--- src/rtl/blake_round_scheduler_if.sv ---
// Handshake and datapath-control bundle between the BLAKE-512 round scheduler and its neighbours.
// BLAKE_STALL_EN adds the stall input used to freeze the round sequence.
interface blake_round_scheduler_if;
  logic       blk_valid;
  logic       blk_last;
  logic       abort;
`ifdef BLAKE_STALL_EN
  logic       stall;
`endif
  logic       blk_ready;
  logic       load_state;
  logic       round_ing;
  logic       step_en;
  logic [3:0] round_idx;
  logic [3:0] sigma_row;
  logic       half;
  logic       finalize;
  logic       digest_valid;
  logic       busy;

`ifdef BLAKE_STALL_EN
  modport master (
    output blk_valid, blk_last, abort, stall,
    input  blk_ready, load_state, round_ing, step_en, round_idx, sigma_row,
           half, finalize, digest_valid, busy
  );
  modport slave (
    input  blk_valid, blk_last, abort, stall,
    output blk_ready, load_state, round_ing, step_en, round_idx, sigma_row,
           half, finalize, digest_valid, busy
  );
`else
  modport master (
    output blk_valid, blk_last, abort,
    input  blk_ready, load_state, round_ing, step_en, round_idx, sigma_row,
           half, finalize, digest_valid, busy
  );
  modport slave (
    input  blk_valid, blk_last, abort,
    output blk_ready, load_state, round_ing, step_en, round_idx, sigma_row,
           half, finalize, digest_valid, busy
  );
`endif
endinterface

--- src/rtl/blake_round_scheduler.sv ---
// Sequences one BLAKE-512 compression per accepted block: init, ROUNDS column/diagonal pairs, finalize.
// Optional `define BLAKE_STALL_EN adds a stall input that freezes the half-round sequence.
module blake_round_scheduler #(
  parameter int ROUNDS = 16
) (
  input logic                    clk,
  input logic                    rstb,
  blake_round_scheduler_if.slave bus
);

  typedef enum logic [1:0] {IDLE, INIT, ROUND, FINAL} state_t;

  localparam logic [3:0] LAST_ROUND = 4'(ROUNDS - 1);

  state_t     r_state;
  state_t     w_nextState;
  logic [3:0] r_roundIdx;
  logic [3:0] r_sigmaRow;
  logic       r_half;
  logic       r_last;

  logic       w_stall;
  logic       w_accept;
  logic       w_advance;
  logic       w_lastStep;
  logic       w_abortBusy;

  logic       w_blkReady;
  logic       w_loadState;
  logic       w_roundIng;
  logic       w_stepEn;
  logic       w_finalize;
  logic       w_digestValid;
  logic       w_busy;

`ifdef BLAKE_STALL_EN
  assign w_stall = bus.stall;
`else
  assign w_stall = 1'b0;
`endif

  assign w_accept    = (r_state == IDLE) && bus.blk_valid && !bus.abort;
  assign w_advance   = (r_state == ROUND) && !w_stall;
  assign w_lastStep  = r_half && (r_roundIdx == LAST_ROUND);
  assign w_abortBusy = bus.abort && (r_state != IDLE);

  always_ff @(posedge clk or negedge rstb) begin
    if (!rstb) begin
      r_state <= IDLE;
    end else begin
      r_state <= w_nextState;
    end
  end

  // abort outranks every transition, including a pending last step
  always_comb begin
    w_nextState = r_state;
    case (r_state)
      IDLE:    if (w_accept) w_nextState = INIT;
      INIT:    w_nextState = ROUND;
      ROUND:   if (w_advance && w_lastStep) w_nextState = FINAL;
      FINAL:   w_nextState = IDLE;
      default: w_nextState = IDLE;
    endcase
    if (w_abortBusy) begin
      w_nextState = IDLE;
    end
  end

  // Counters freeze on the final half-round so FINAL still shows round ROUNDS-1, half 1
  always_ff @(posedge clk or negedge rstb) begin
    if (!rstb) begin
      r_roundIdx <= 4'd0;
      r_sigmaRow <= 4'd0;
      r_half     <= 1'b0;
      r_last     <= 1'b0;
    end else if (w_abortBusy) begin
      r_roundIdx <= 4'd0;
      r_sigmaRow <= 4'd0;
      r_half     <= 1'b0;
      r_last     <= 1'b0;
    end else begin
      case (r_state)
        IDLE: begin
          if (w_accept) begin
            r_last <= bus.blk_last;
          end
        end
        INIT: begin
          r_roundIdx <= 4'd0;
          r_sigmaRow <= 4'd0;
          r_half     <= 1'b0;
        end
        ROUND: begin
          if (w_advance && !w_lastStep) begin
            r_half <= !r_half;
            if (r_half) begin
              r_roundIdx <= r_roundIdx + 4'd1;
              r_sigmaRow <= (r_sigmaRow == 4'd9) ? 4'd0 : r_sigmaRow + 4'd1;
            end
          end
        end
        default: begin
        end
      endcase
    end
  end

  // An abort arriving in FINAL suppresses that cycle's finalize and digest pulses
  always_comb begin
    w_blkReady    = (r_state == IDLE) && !bus.abort;
    w_loadState   = (r_state == INIT);
    w_roundIng    = (r_state == ROUND);
    w_stepEn      = (r_state == ROUND) && !w_stall;
    w_finalize    = (r_state == FINAL) && !bus.abort;
    w_digestValid = (r_state == FINAL) && !bus.abort && r_last;
    w_busy        = (r_state != IDLE);
  end

  assign bus.blk_ready    = w_blkReady;
  assign bus.load_state   = w_loadState;
  assign bus.round_ing    = w_roundIng;
  assign bus.step_en      = w_stepEn;
  assign bus.round_idx    = r_roundIdx;
  assign bus.sigma_row    = r_sigmaRow;
  assign bus.half         = r_half;
  assign bus.finalize     = w_finalize;
  assign bus.digest_valid = w_digestValid;
  assign bus.busy         = w_busy;

endmodule

--- src/flat_wrapper.sv ---
// flat-port wrapper written by rule: the top's interface ports become plain ports
module blake_round_scheduler_flat 
#(
  parameter int ROUNDS = 16
)
  (clk, rstb, bus_blk_valid, bus_blk_last, bus_abort, bus_blk_ready, bus_load_state, bus_round_ing, bus_step_en, bus_round_idx, bus_sigma_row, bus_half, bus_finalize, bus_digest_valid, bus_busy);
  blake_round_scheduler_if bus_i ();
  input logic clk;
  input logic rstb;
  input wire logic [$bits(bus_i.blk_valid)-1:0] bus_blk_valid;
  input wire logic [$bits(bus_i.blk_last)-1:0] bus_blk_last;
  input wire logic [$bits(bus_i.abort)-1:0] bus_abort;
  output wire logic [$bits(bus_i.blk_ready)-1:0] bus_blk_ready;
  output wire logic [$bits(bus_i.load_state)-1:0] bus_load_state;
  output wire logic [$bits(bus_i.round_ing)-1:0] bus_round_ing;
  output wire logic [$bits(bus_i.step_en)-1:0] bus_step_en;
  output wire logic [$bits(bus_i.round_idx)-1:0] bus_round_idx;
  output wire logic [$bits(bus_i.sigma_row)-1:0] bus_sigma_row;
  output wire logic [$bits(bus_i.half)-1:0] bus_half;
  output wire logic [$bits(bus_i.finalize)-1:0] bus_finalize;
  output wire logic [$bits(bus_i.digest_valid)-1:0] bus_digest_valid;
  output wire logic [$bits(bus_i.busy)-1:0] bus_busy;
  assign bus_i.blk_valid = bus_blk_valid;
  assign bus_i.blk_last = bus_blk_last;
  assign bus_i.abort = bus_abort;
  assign bus_blk_ready = bus_i.blk_ready;
  assign bus_load_state = bus_i.load_state;
  assign bus_round_ing = bus_i.round_ing;
  assign bus_step_en = bus_i.step_en;
  assign bus_round_idx = bus_i.round_idx;
  assign bus_sigma_row = bus_i.sigma_row;
  assign bus_half = bus_i.half;
  assign bus_finalize = bus_i.finalize;
  assign bus_digest_valid = bus_i.digest_valid;
  assign bus_busy = bus_i.busy;
  blake_round_scheduler #(.ROUNDS(ROUNDS)) u_core (.clk(clk), .rstb(rstb), .bus(bus_i));
endmodule
--- config.mk ---
export PLATFORM = sky130hd
export DESIGN_NAME = blake_round_scheduler_flat
export DESIGN_NICKNAME = d
export VERILOG_FILES = /design/src/rtl/blake_round_scheduler_if.sv /design/src/rtl/blake_round_scheduler.sv /design/src/flat_wrapper.sv
export SDC_FILE = /design/constraint.sdc
export NUM_CORES = 1
export LEC_CHECK = 0
export BUFFER_PORTS_ARGS = -buffer_cell sky130_fd_sc_hd__buf_2
export CAP_MARGIN = 20
export CORE_UTILIZATION = 45
export DETAILED_ROUTE_END_ITERATION = 8
export PLACE_DENSITY = 0.69
export SLEW_MARGIN = 0
export SYNTH_ARGS = -nofsm -noshare
export SYNTH_HDL_FRONTEND = slang
export SYNTH_SLANG_ARGS = --single-unit
--- constraint.sdc ---
create_clock -name clk -period 1.6 [get_ports clk]
set_clock_uncertainty 0.05 [all_clocks]
set_input_delay 0.16 -clock clk [delete_from_list [all_inputs] [get_ports clk]]
set_output_delay 0.16 -clock clk [all_outputs]
set_load 0.03 [all_outputs]
==> out/results.txt <==
worst path buffer plus inverter count - 2
wirelength, routed - 2020 um
CTS tree - built
yosys warns - 0
global-route wire length before repair - 3190 um
CP cell instances - buf_6 > inv_6 > ha_4 > nand2b_4 > nand2_4 > o21ai_4 > mux2_4
status - finished, violations left
share of layout cells above drive strength 1 - 0.538
H-tree levels - 1
CP Class - reg -> reg
pin count of the biggest net entering global routing - 13
Main synth FF type - dfrtp_1
die area - 1950 sq um
Slew Limit Fails - 0
commonest cells after routing, fill and taps aside - buf_2, buf_4, dfrtp_1, nand2_1, buf_6
slew margin rel. - 0.752
Die X - 44.2 um
CP arrival - 1760 ps
Slowest-stage cell, CP - dfrtp_2
worst-margin pin slew - 368 ps
Initial Util - 0.509
initial antenna violation count - 0
CTS sink count - 12
CTS Buf Count - 3
Hold Path Class - in -> reg
number of global-route vias before repair - 753
DRC viols - 1
Via density - 5.63
Max VDD drop - 0.000973 V
number of synthesized flops with an enable pin - 0
Area growth syn-to-layout - 52.3%
fin crit share - 1.02
Finished Cell Area - 1220 sq um
Hold Path End - u_core.r_last$_DFFE_PN0P_
Critical Path Max Stage Delay - 440 ps
Final WS setup - -36.5 ps
delay-heaviest family, CP - flip-flops
hold_sp - bus_blk_valid
Synth Net Count - 94
Clock Tree Root - clkbuf_4
reg2reg end - u_core.bus.sigma_row[1]$_DFFE_PN0P_
PwrDens - 1770 nW/um^2
final net count - 133
routed len/inst - 14.9 um
R2R Path Start - u_core.r_state[0]$_DFFE_PN0P_
Clk Latency, worst-skew pair - 280 ps
Synth cell types - 34
Yosys reg bits - 12
All-Layer GR Usage - 0.226
cell count after synthesis - 81
ys async rst share - 1.00
Row Count - 14
n_diodes - 0
final hold vios - 0
r2r setup slk - -40 ps
fill count - 109
Worst EP required - 1720 ps
Max-cap violations - 0
Synth area leader - dfrtp_1
First DRT Iteration DRCs - 10
io pins - 21
fmax - 611 MHz
Longest Clk Path Bufs - 2
port bufs - 20
commonest non-fill, non-tap cell in the layout - buf_2
crit path max fanout - 4
Antenna Violating Nets Remaining - 0
Placed Area - 1060 sq um
GR Overflow Total - 0
top cell type's share of synthesized area - 0.374
CP endpoint kind - flip-flop
clock transition at the registers of the reported paths - 80 ps
Place WS - 8.80 ps
height of the die - 44.2 um
Seq/Total Area, Yosys - 0.374
Setup violations, final - 3
crit path time final - 1640 ps
largest cells by area after synthesis - dfrtp_1, ha_1, mux2_4, nand2_1, inv_1
HPWL after DPL - 1420 um
LEAKAGE - 0.000576 uW
global placement routability congestion - 0.797
core area - 1580 sq um
Avg Synthesized Cell Area - 9.90 sq um
Critical Path Start Type - flip-flop
synthesized cell area - 802 sq um
failing checks - DRC, setup timing
TritonRoute pass-1 iters - 6
DR vias - 760
WHS Path Cells - 3
Tot Pwr - 2170 uW
r2r worst-path depth - 7
unrepaired setup endpoints after global routing - true
-- worst min-delay path, stage by stage --
cell	delay, ps
buf_2	100
nand2_1	80
a32o_1	160
-- per-layer routing --
layer | vias up | track usage | routed length (um)
li1 | 368 | - | -
met1 | 367 | 0.272 | 847
met4 | 0 | 0.109 | 25
met2 | 21 | 0.391 | 1080
met3 | 4 | 0.0367 | 68
met5 | - | 0 | 0
-- area by class of cell --
type,count,area (sq um),share of cell area
multi-input cells,61,579,0.474
flip-flops and latches,12,304,0.249
repair buffers,36,254,0.208
clock buffers,4,36.3,0.0297
inverters,6,27.5,0.0225
well taps,16,20.0,0.0164
-- synthesized netlist by cell type, types with 2 or more instances --
master	number
a21oi_1	4
o211ai_1	2
ha_1	8
mux2_4	2
nand2_1	7
a31oi_1	2
inv_1	6
nor2_1	5
nand3_1	3
a22o_1	2
dfrtp_1	12
o21ai_0	4
and2_1	3
-- metrics by stage --
stage / TNS, ps / hold WS, ps / utilization / std cells
detailed placement: 0 / 9.09 / 0.670 / 125
global route: -414 / 216 / 0.775 / 135
CTS: -84.3 / 201 / 0.751 / 135
floorplan: 0 / -186 / - / 81
finish: -96.8 / 202 / 0.775 / 135
global placement: 0 / 3.74 / 0.670 / 125
-- registers in the layout, summed over array words and instances (netlist names) --
register / count
u_core.bus.round_idx: 4
u_core.bus.sigma_row: 4
u_core.r_state: 2
u_core.bus.half: 1
u_core.r_last: 1
-- cells by family after synthesis --
logic type / Yosys count / share of synthesized area
buffers and inverters: 8 / 0.0437
flip-flops: 12 / 0.374
AND/OR/NAND/NOR: 27 / 0.178
AO/OA/AOI/OAI: 23 / 0.228
adder cells (fa/ha/maj): 8 / 0.125
multiplexers: 3 / 0.0515
-- worst max-delay path by stage --
stage / start / endpoint / slack, ps / cells past startpoint
floorplan: u_core.bus.round_idx[1]$_DFFE_PN0P_ / u_core.bus.sigma_row[0]$_DFFE_PN0P_ / 0.7 / 5
global placement: u_core.r_state[0]$_DFFE_PN0P_ / u_core.bus.sigma_row[1]$_DFFE_PN0P_ / 40 / 6
detailed placement: u_core.r_state[0]$_DFFE_PN0P_ / u_core.bus.sigma_row[1]$_DFFE_PN0P_ / 9 / 6
CTS: u_core.r_state[0]$_DFFE_PN0P_ / u_core.bus.sigma_row[1]$_DFFE_PN0P_ / -40 / 7
global route: u_core.r_state[0]$_DFFE_PN0P_ / bus_blk_ready / -90 / 7
finish: u_core.r_state[0]$_DFFE_PN0P_ / u_core.bus.sigma_row[1]$_DFFE_PN0P_ / -40 / 7
-- power breakdown --
group,internal [uW],total (uW),switching [uW]
clock,139,253,114
sequential,369,436,66.5
combinational,673,1480,805
total,1180,2170,986
-- repair_timing --
item / in CTS / in global routing
hold endpoints to repair: 12 / 0
buffers inserted: 5 / 0
resized for setup: 13 / 6
pin swaps: 5 / 5
hold buffers: 1 / 0
endpoints found under the setup margin: 5 / 10
Power figures use the tool's default switching activity.
